## src/rtl/debug_link_pkg.sv

```systemverilog
// Shared constants for the host debug link: opcodes, status codes,
// harness command encodings and the initiator state machine encoding.
package debug_link_pkg;

  localparam logic [7:0] OP_RUN   = 8'h01;
  localparam logic [7:0] OP_STEPI = 8'h02;
  localparam logic [7:0] OP_STEPC = 8'h03;
  localparam logic [7:0] OP_LOAD  = 8'h10;
  localparam logic [7:0] OP_CLEAR = 8'h20;

  localparam logic [7:0] STS_DONE    = 8'hA1;
  localparam logic [7:0] STS_EXIT    = 8'hA2;
  localparam logic [7:0] STS_TIMEOUT = 8'hA3;
  localparam logic [7:0] STS_BAD_OP  = 8'hAE;

  localparam logic [3:0] DBG_IDLE  = 4'd0;
  localparam logic [3:0] DBG_RUN   = 4'd1;
  localparam logic [3:0] DBG_STEPI = 4'd2;
  localparam logic [3:0] DBG_STEPC = 4'd3;

  typedef enum logic [3:0] {
    S_IDLE,
    S_ADDR_HI,
    S_ADDR_LO,
    S_LEN,
    S_DATA,
    S_CLEAR,
    S_ISSUE,
    S_WAIT,
    S_RESP
  } state_t;

  function automatic logic [3:0] op_to_dbg(input logic [7:0] op);
    case (op)
      OP_RUN:   return DBG_RUN;
      OP_STEPI: return DBG_STEPI;
      OP_STEPC: return DBG_STEPC;
      default:  return DBG_IDLE;
    endcase
  endfunction

  // States that take a byte from the host link.
  function automatic logic accepts_rx(input state_t s);
    return (s == S_IDLE) || (s == S_ADDR_HI) || (s == S_ADDR_LO) ||
           (s == S_LEN) || (s == S_DATA);
  endfunction

endpackage

```

## src/rtl/debug_link_timer.sv

```systemverilog
// Loadable up-counter with clear and enable; tc_o flags the last cycle
// of the timeout window (count == TIMEOUT_CYCLES-1).
module debug_link_timer #(
  parameter int TIMEOUT_CYCLES = 1_000_000,
  parameter int CNT_W          = $clog2(TIMEOUT_CYCLES)
) (
  input  logic             clk,
  input  logic             reset,
  input  logic             clear_i,
  input  logic             load_i,
  input  logic [CNT_W-1:0] load_val_i,
  input  logic             en_i,
  output logic             tc_o
);

  localparam logic [CNT_W-1:0] TC_VAL = CNT_W'(TIMEOUT_CYCLES - 1);

  logic [CNT_W-1:0] count_q;
  logic [CNT_W-1:0] count_d;

  always_comb begin
    count_d = count_q;
    if (clear_i) begin
      count_d = '0;
    end else if (load_i) begin
      count_d = load_val_i;
    end else if (en_i) begin
      count_d = count_q + CNT_W'(1);
    end
  end

  always_ff @(posedge clk) begin
    if (reset) begin
      count_q <= '0;
    end else begin
      count_q <= count_d;
    end
  end

  assign tc_o = (count_q == TC_VAL);

endmodule

```

## src/rtl/debug_cmd_initiator.sv

```systemverilog
// Host-side command sequencer for the CPU debug harness: decodes host bytes,
// programs the code ROM, issues run/step commands and returns one status byte.
//
// state   | meaning
// IDLE    | waiting for an opcode byte
// ADDR_HI | LOAD: expecting address high nibble byte
// ADDR_LO | LOAD: expecting address low byte
// LEN     | LOAD: expecting byte count (0 = 256)
// DATA    | LOAD: one ROM write per accepted byte
// CLEAR   | ROM clear pulse active
// ISSUE   | harness command pulse active, timer cleared
// WAIT    | waiting for exit, completion or timeout
// RESP    | status byte offered until consumed
module debug_cmd_initiator
  import debug_link_pkg::*;
#(
  parameter int TIMEOUT_CYCLES = 1_000_000,
  parameter int ADDR_W         = 12
) (
  input  logic              clk,
  input  logic              reset,
  input  logic [7:0]        rx_data,
  input  logic              rx_valid,
  output logic              rx_ready,
  output logic [7:0]        tx_data,
  output logic              tx_valid,
  input  logic              tx_ready,
  output logic [3:0]        debug_cmd,
  output logic [7:0]        code_rom_data_out,
  output logic [ADDR_W-1:0] code_rom_addr_out,
  output logic              program_rom_mode,
  output logic              reset_code_rom_n,
  input  logic              command_complete,
  input  logic              exit_signal
);

  localparam int CNT_W = $clog2(TIMEOUT_CYCLES);

  state_t            state_q, state_d;
  logic              rx_ready_q, rx_ready_d;
  logic [7:0]        tx_data_q, tx_data_d;
  logic              tx_valid_q, tx_valid_d;
  logic [3:0]        debug_cmd_q, debug_cmd_d;
  logic [7:0]        rom_data_q, rom_data_d;
  logic [ADDR_W-1:0] rom_addr_q, rom_addr_d;
  logic              rom_we_q, rom_we_d;
  logic              rom_clr_n_q, rom_clr_n_d;
  logic [3:0]        addr_hi_q, addr_hi_d;
  logic [ADDR_W-1:0] addr_ptr_q, addr_ptr_d;
  logic [8:0]        remain_q, remain_d;

  logic rx_fire;
  logic tx_fire;
  logic timer_clr;
  logic timer_en;
  logic timer_tc;

  debug_link_timer #(
    .TIMEOUT_CYCLES(TIMEOUT_CYCLES),
    .CNT_W         (CNT_W)
  ) u_timer (
    .clk       (clk),
    .reset     (reset),
    .clear_i   (timer_clr),
    .load_i    (1'b0),
    .load_val_i({CNT_W{1'b0}}),
    .en_i      (timer_en),
    .tc_o      (timer_tc)
  );

  assign rx_fire = rx_valid && rx_ready_q;
  assign tx_fire = tx_valid_q && tx_ready;

  always_comb begin
    state_d     = state_q;
    tx_data_d   = tx_data_q;
    tx_valid_d  = tx_valid_q;
    debug_cmd_d = DBG_IDLE;
    rom_data_d  = rom_data_q;
    rom_addr_d  = rom_addr_q;
    rom_we_d    = 1'b0;
    rom_clr_n_d = 1'b1;
    addr_hi_d   = addr_hi_q;
    addr_ptr_d  = addr_ptr_q;
    remain_d    = remain_q;
    timer_clr   = 1'b0;
    timer_en    = 1'b0;

    case (state_q)
      S_IDLE: begin
        if (rx_fire) begin
          case (rx_data)
            OP_RUN, OP_STEPI, OP_STEPC: begin
              state_d     = S_ISSUE;
              debug_cmd_d = op_to_dbg(rx_data);
            end
            OP_LOAD:  state_d = S_ADDR_HI;
            OP_CLEAR: begin
              state_d     = S_CLEAR;
              rom_clr_n_d = 1'b0;
            end
            default: begin
              state_d    = S_RESP;
              tx_valid_d = 1'b1;
              tx_data_d  = STS_BAD_OP;
            end
          endcase
        end
      end
      S_ADDR_HI: begin
        if (rx_fire) begin
          addr_hi_d = rx_data[3:0];
          state_d   = S_ADDR_LO;
        end
      end
      S_ADDR_LO: begin
        if (rx_fire) begin
          addr_ptr_d = ADDR_W'({addr_hi_q, rx_data});
          state_d    = S_LEN;
        end
      end
      S_LEN: begin
        if (rx_fire) begin
          remain_d = (rx_data == 8'h00) ? 9'd256 : {1'b0, rx_data};
          state_d  = S_DATA;
        end
      end
      S_DATA: begin
        if (rx_fire) begin
          rom_we_d   = 1'b1;
          rom_data_d = rx_data;
          rom_addr_d = addr_ptr_q;
          addr_ptr_d = addr_ptr_q + ADDR_W'(1);
          remain_d   = remain_q - 9'd1;
          if (remain_q == 9'd1) begin
            state_d    = S_RESP;
            tx_valid_d = 1'b1;
            tx_data_d  = STS_DONE;
          end
        end
      end
      S_CLEAR: begin
        state_d    = S_RESP;
        tx_valid_d = 1'b1;
        tx_data_d  = STS_DONE;
      end
      S_ISSUE: begin
        timer_clr = 1'b1;
        state_d   = S_WAIT;
      end
      S_WAIT: begin
        // Exit outranks completion, and completion outranks the timeout.
        timer_en = 1'b1;
        if (exit_signal) begin
          state_d    = S_RESP;
          tx_valid_d = 1'b1;
          tx_data_d  = STS_EXIT;
        end else if (command_complete) begin
          state_d    = S_RESP;
          tx_valid_d = 1'b1;
          tx_data_d  = STS_DONE;
        end else if (timer_tc) begin
          state_d    = S_RESP;
          tx_valid_d = 1'b1;
          tx_data_d  = STS_TIMEOUT;
        end
      end
      S_RESP: begin
        if (tx_fire) begin
          tx_valid_d = 1'b0;
          state_d    = S_IDLE;
        end
      end
      default: state_d = S_IDLE;
    endcase

    rx_ready_d = accepts_rx(state_d);
  end

  always_ff @(posedge clk) begin
    if (reset) begin
      state_q     <= S_IDLE;
      rx_ready_q  <= 1'b0;
      tx_data_q   <= 8'h00;
      tx_valid_q  <= 1'b0;
      debug_cmd_q <= DBG_IDLE;
      rom_data_q  <= 8'h00;
      rom_addr_q  <= '0;
      rom_we_q    <= 1'b0;
      rom_clr_n_q <= 1'b1;
      addr_hi_q   <= 4'h0;
      addr_ptr_q  <= '0;
      remain_q    <= 9'd0;
    end else begin
      state_q     <= state_d;
      rx_ready_q  <= rx_ready_d;
      tx_data_q   <= tx_data_d;
      tx_valid_q  <= tx_valid_d;
      debug_cmd_q <= debug_cmd_d;
      rom_data_q  <= rom_data_d;
      rom_addr_q  <= rom_addr_d;
      rom_we_q    <= rom_we_d;
      rom_clr_n_q <= rom_clr_n_d;
      addr_hi_q   <= addr_hi_d;
      addr_ptr_q  <= addr_ptr_d;
      remain_q    <= remain_d;
    end
  end

  assign rx_ready          = rx_ready_q;
  assign tx_data           = tx_data_q;
  assign tx_valid          = tx_valid_q;
  assign debug_cmd         = debug_cmd_q;
  assign code_rom_data_out = rom_data_q;
  assign code_rom_addr_out = rom_addr_q;
  assign program_rom_mode  = rom_we_q;
  assign reset_code_rom_n  = rom_clr_n_q;

endmodule

```

## config.mk

```make
export PLATFORM = sky130hd
export DESIGN_NAME = debug_cmd_initiator
export DESIGN_NICKNAME = d
export VERILOG_FILES = /design/src/rtl/debug_link_pkg.sv /design/src/rtl/debug_link_timer.sv /design/src/rtl/debug_cmd_initiator.sv
export SDC_FILE = /design/constraint.sdc
export NUM_CORES = 1
export LEC_CHECK = 0
export ABC_AREA = 0
export ABC_CLOCK_PERIOD_IN_PS = 4850
export CORE_MARGIN = 2
export CORE_UTILIZATION = 45
export DETAILED_ROUTE_END_ITERATION = 12
export MAX_ROUTING_LAYER = met4
export PLACE_DENSITY = 0.7
export SLEW_MARGIN = 20
export SYNTH_ARGS = -nofsm -noshare
export SYNTH_HDL_FRONTEND = slang
export SYNTH_SLANG_ARGS = --single-unit
export TNS_END_PERCENT = 20
```

## constraint.sdc

```tcl
create_clock -name clk -period 4.85 [get_ports clk]
set_input_delay 0.97 -clock clk [delete_from_list [all_inputs] [get_ports clk]]
set_output_delay 0.97 -clock clk [all_outputs]
set_load 0.005 [all_outputs]
```

Word level (Yosys, flattened, before mapping)
Index checks and enable logic that the tools add are counted.
- bits in registers: 85
- word-level logic and storage cells: 113
- eq/ne operators: 27
- mux-type cells: 41
- add/subtract/negate cells: 3
- reductions and logical operators: 25
- bitwise logic cells: 4
- operators with widths (cell ; number):
    two-way mux 8 bit ; 7
    two-way mux 4 bit ; 10
    one-hot mux 4 bit (9 select lines) ; 1
    one-hot mux 8 bit (4 select lines) ; 1
    two-way mux 9 bit ; 3
    two-way mux 12 bit ; 2
    one-hot mux 12 bit (2 select lines) ; 1
    adder 20 x 1 -> 20 bit (second input constant) ; 1
    == test 20 bit (second input constant) ; 1
    == test 4 x 3 -> 1 bit (second input constant) ; 5
    one-hot mux 9 bit (2 select lines) ; 1
    == test 4 x 2 -> 1 bit (second input constant) ; 4
    == test 8 x 2 -> 1 bit (second input constant) ; 2
    != test 2 bit (second input constant) ; 7
    adder 12 x 1 -> 12 bit (second input constant) ; 1
    two-way mux 1 bit ; 12
    one-hot mux 4 bit (3 select lines) ; 1
    == test 9 x 1 -> 1 bit (second input constant) ; 1
    subtractor 9 x 1 -> 9 bit (second input constant) ; 1
    == test 4 x 1 -> 1 bit (second input constant) ; 2
    == test 8 x 1 -> 1 bit (second input constant) ; 1
    == test 8 x 5 -> 1 bit (second input constant) ; 1
    == test 8 x 6 -> 1 bit (second input constant) ; 1
    logical NOT 4 bit ; 2
    19 further kinds ; 31

Depth between registers and ports, before layout
- depth after elaboration: 10
- depth in mapped cells: 10
- depth with buffers taken out: 7

By module
A second synthesis with hierarchy kept.
- cells, all modules: 531
- area total of the unflattened synthesis: 4271.6 um^2
- by module, submodules not included (module ; instances ; sequential area each (um^2) ; cells an instance ; area each (um^2)):
    debug_cmd_initiator ; 1 ; 1181.1 ; 390 ; 3098.0
    debug_link_timer ; 1 ; 400.4 ; 141 ; 1173.6

Least setup slack after synthesis
OpenSTA, ideal clock, no wires.
- path type: input -> register
- start: input port rx_data[0]
- end: register tx_data_q[0], in the netlist tx_data[0]
- arrival time: 2285 ps
- data required time: 4780 ps
- stages: 7
- setup time: 70 ps
- path slack: 2495 ps
- path through: buf_2 -> nor3_1 -> and4bb_4 -> o31ai_4 -> o211ai_2 -> a211o_1 -> a21oi_1
- word-level cells in the longest chain between the ends: 4
- elaborated cells between the ends (all ways): 8
- those cells by class: 6 x eq/ne; 2 x reduce/logical
- ends and longest elaborated chain (element ; line ; source):
    start: declaration ; debug_cmd_initiator.sv:22 ; input logic [7:0] rx_data,
    == test 8 x 6 -> 1 bit (tied with other cells) ; debug_cmd_initiator.sv:92 ; case (rx_data)
    OR reduction 5 bit (no line) * ; -- ;
    != test 2 bit (no line) * ; -- ;
    AND reduction 6 bit (no line) * ; -- ;
    end signal: assignment ; debug_cmd_initiator.sv:197 ; tx_data_q <= tx_data_d;
    end: declaration ; debug_cmd_initiator.sv:41 ; logic [7:0] tx_data_q, tx_data_d;
Mark *: on every way between the ends. The rest lies on a longest branch, timed or not.
A chain may end at the register's enable or synchronous reset.

Worst setup path after layout
- start: input port rx_valid
- end: register addr_ptr_q[2]
- word-level cells in the longest chain between the ends: 3
- elaborated cells between the ends (all ways): 4
- those cells by class: 2 x eq/ne; 2 x reduce/logical
- ends and longest elaborated chain (element ; line ; source):
    start: declaration ; debug_cmd_initiator.sv:23 ; input logic rx_valid,
    logical AND 1 bit * ; debug_cmd_initiator.sv:71 ; assign rx_fire = rx_valid && rx_ready_q;
    != test 2 bit (no line) ; -- ;
    AND reduction 3 bit (no line) * ; -- ;
    end signal: assignment ; debug_cmd_initiator.sv:205 ; addr_ptr_q <= addr_ptr_d;
    end: declaration ; debug_cmd_initiator.sv:49 ; logic [ADDR_W-1:0] addr_ptr_q, addr_ptr_d;
Marked as above.

==> impl_summary.txt <==
----------------------------------------------------
[Pwr]
  Portion of total power attributed to combinational logic ... 7.2%
  Overall power of the completed layout ... 1.21 mW
  Net Switching ... 0.284 mW
  Leakage component of the power ... 1.57 nW
  Clk pwr share ... 37.8%
  P_int ... 0.930 mW
  Reg power frac ... 54.9%
  Net Sw Frac ... 23.4%
  Cell Pwr Density ... 267 nW/um2
  Worst VDD drop ... 0.145 mV

[Floorplan]
  CORE AREA ... 8590 um2
  Die width ... 97.7 um
  IO Pins ... 50
  Count of standard-cell rows ... 34
  Die height ... 97.7 um
  Effective utilization at floorplan ... 46.0%
  DIE AREA ... 9540 um2

[Run status]
  Run status ... complete, no violations

[Clock tree]
  Sinks on the clock net ... 79
  Clock transition at the registers of the reported paths ... 70 ps
  Post-CTS Setup Repair Bufs ... 0
  CTS Buf Count ... 9
  Library cell used as clock root buffer ... clkbuf_8
  H-Tree Depth ... 3
  Quantity of gates resized following cts ... 0
  TritonCTS clock tree ... done
  Clock insertion delay at the later pin of the skew report ... 350 ps
  Buffers from clock root to sink, at most ... 2
  Count of hold-fix buffers inserted at cts ... 0

[Critical path]
  Critical Setup Path Class ... in -> reg
  Data required, critical path ... 5070 ps
  Worst EP arrival ... 3000 ps
  Startpoint kind of the worst setup timing path ... input port
  Critical path origin ... rx_valid
  R2r worst-path depth ... 6
  Launch instance of the worst register-to-register path ... state_q[2]$_SDFF_PP0_
  Capturing element type of the critical path ... flip-flop
  Maximum fanout along the worst path ... 17

[Logic synthesis]
  Number of register bits inferred by synthesis ... 79
  Xor-xnor portion of the synthesized cell area ... 4.66%
  Netlist area before placement ... 3950 um2
  Simple-gate area share of the yosys netlist ... 28.8%
  Synthesized area divided by synthesized cell count ... 7.96 um2
  Multiplexer fraction of the synthesized cell area ... 1.52%
  Synthesis warning total ... 0
  Number of distinct library cells after synthesis ... 61
  Area fraction in compound gates after synthesis ... 17.7%
  Adder-cell area share of the yosys netlist ... 1.27%
  Post-synth ARST share ... 0%
  Proportion of synthesized chip area in sequential cells ... 40.1%
  Number of enable-type register cells in the synthesized netlist ... 0
  Synth Flop Type ... dfxtp_1
  Cells after Synth ... 496
  Combinational family with the most area after synthesis ... simple AND/OR/NAND/NOR gates

[Route]
  Vias per Instance ... 5.59
  Number of iterations in the first detailed-routing pass ... 5
  DRC violations left ... 0
  WL final ... 9140 um
  DR WL/cell ... 14.4 um
  Antenna Violating Nets Remaining ... 0
  First DRT Iteration DRCs ... 291
  Total number of vias ... 3,547

[STA]
  Final min period ... 2780 ps
  Final-report setup violation count ... 0
  Final worst-path setup slack ... 2070 ps
  Top achievable clock speed ... 360 MHz
  Worst clock skew ... 8.34 ps
  Final hold violation count ... 0
  Slew of the pin with the lowest slew margin ... 949 ps
  Pins Over Slew Limit ... 0
  Crit share post-route ... 57.3%
  Max_slew headroom ... 36.4%
  Setup repair after global routing missed its margin ... false
  Worst hold margin ... 454 ps
  Sum Neg Setup Slack ... 0 ps

[Global route]
  Wire length of the first global-routing pass ... 15,300 um
  Gr ovfl total ... 0
  Tot GR Track Use ... 20.1%
  Number of global-route vias before repair ... 3,201
  Number of antenna violations at the first check in global routing ... 0
  Pin count of the biggest net entering global routing ... 56

[Min path]
  Worst hold path depth ... 2
  Worst hold path type ... reg -> reg
  Worst hold path startpoint ... code_rom_data_out[2]$_SDFFE_PP0P_

[Placed design]
  Detailed-placement wirelength estimate ... 6330 um
  Port buffer count ... 45
  Total instance count after detailed placement ... 619
  Worst slack after detailed placement ... 1730 ps
  Routability congestion estimate ... 0.860

[Finish]
  Number of nets at the end of the flow ... 540
  Layout cells sized above 1 ... 6.84%
  P&R area growth vs syn ... 15.2%
  Diode insertion count for antenna repair ... 0
  Final standard cell count with taps included and fillers excluded ... 634

[Flow run]
  Max-cap violations ... 0

----------------------------------------------------
-- cell families (layout without fill, tap and decap cells) --
family,after synthesis,count (layout)
buf+inv,45,72
other cells,1,4
flops,79,79
compound gates,114,114
fa+ha+maj,4,4
xor+xnor,21,21
simple gates,226,226
mux,6,6
-- synth_stat cells (7+ instances only) --
master / instances / area share, %
a22oi_1: 7 / 1.3
dfxtp_1: 79 / 40
buf_2: 11 / 1.4
nand3_1: 16 / 2.0
nand2_1: 78 / 7.4
buf_4: 7 / 1.3
inv_1: 8 / 0.76
nor2_1: 58 / 5.5
xnor2_1: 12 / 2.7
clkbuf_1: 15 / 1.4
o21ai_0: 20 / 2.5
a21oi_1: 53 / 6.7
nor3_1: 11 / 1.4
xor2_1: 9 / 2.0
-- state kept, by name, summed over array words and instances, names as in the netlist --
| signal | count |
|---|---|
| code_rom_data_out | 8 |
| code_rom_addr_out | 12 |
| remain_q | 9 |
| debug_cmd | 2 |
| addr_hi_q | 4 |
| program_rom_mode | 1 |
| reset_code_rom_n | 1 |
| rx_ready | 1 |
| u_timer.count_q | 20 |
| state_q | 4 |
| tx_valid | 1 |
| tx_data | 4 |
| addr_ptr_q | 12 |
-- power groups by stage --
stage / logic (mW) / clock network [mW] / registers (mW)
after global routing: 0.0965 / 0.503 / 0.668
after CTS: 0.0882 / 0.473 / 0.667
after floorplan: 0.0604 / 0 / 0.676
final: 0.0880 / 0.459 / 0.667
after global placement: 0.0868 / 0 / 0.682
after detailed placement: 0.0877 / 0 / 0.682
-- layer usage --
metal	up-vias	wire length (um)	track usage [%]
met5	-	0	-
met4	0	120	6.94
met3	14	475	3.60
met2	95	4130	30.5
met1	1673	4410	27.1
li1	1765	-	-
-- worst paths after layout --
kind	slack, ps	to
setup / recovery	2070	addr_ptr_q[2]$_SDFFE_PP0P_
hold / removal	450	code_rom_data_out[2]$_SDFFE_PP0P_
setup reg to reg	2250	remain_q[7]$_SDFFE_PP0P_
hold reg to reg	450	code_rom_data_out[2]$_SDFFE_PP0P_
-- stage by stage --
stage	area [um2]	util (%)
final	4550	52.9
after global routing	4550	52.9
after CTS	4550	52.9
after detailed placement	4370	50.8
after global placement	4370	50.8
after floorplan	3960	-
-- placed cells by master (no fill, tap or decap), types with 7 or more instances in the layout --
cell | synthesis | layout
nor3_1 | 11 | 11
a22oi_1 | 7 | 7
a21oi_1 | 53 | 53
clkdlybuf4s50_1 | 0 | 44
xor2_1 | 9 | 9
nor2_1 | 58 | 58
nand3_1 | 16 | 16
clkbuf_8 | 0 | 9
dfxtp_1 | 79 | 79
inv_1 | 8 | 8
nand2_1 | 78 | 77
xnor2_1 | 12 | 12
o21ai_0 | 20 | 20
-- final cells by class --
class,count,area (um2)
Clock buffer,11,131
Tap cell,108,135
Timing Repair Buffer,49,475
Multi-Input combinational cell,375,2150
Fill cell,812,4040
Sequential cell,79,1580
Inverter,8,30.0
Clock inverter,4,47.5
-- critical path: stages --
cell and delay, ps:
clkdlybuf4s50_1 610, nand3b_4 130, nor3_2 770, o21ai_0 230
a21oi_1 220, nor2_1 50
No activity file was read; power rests on OpenSTA's default activity.
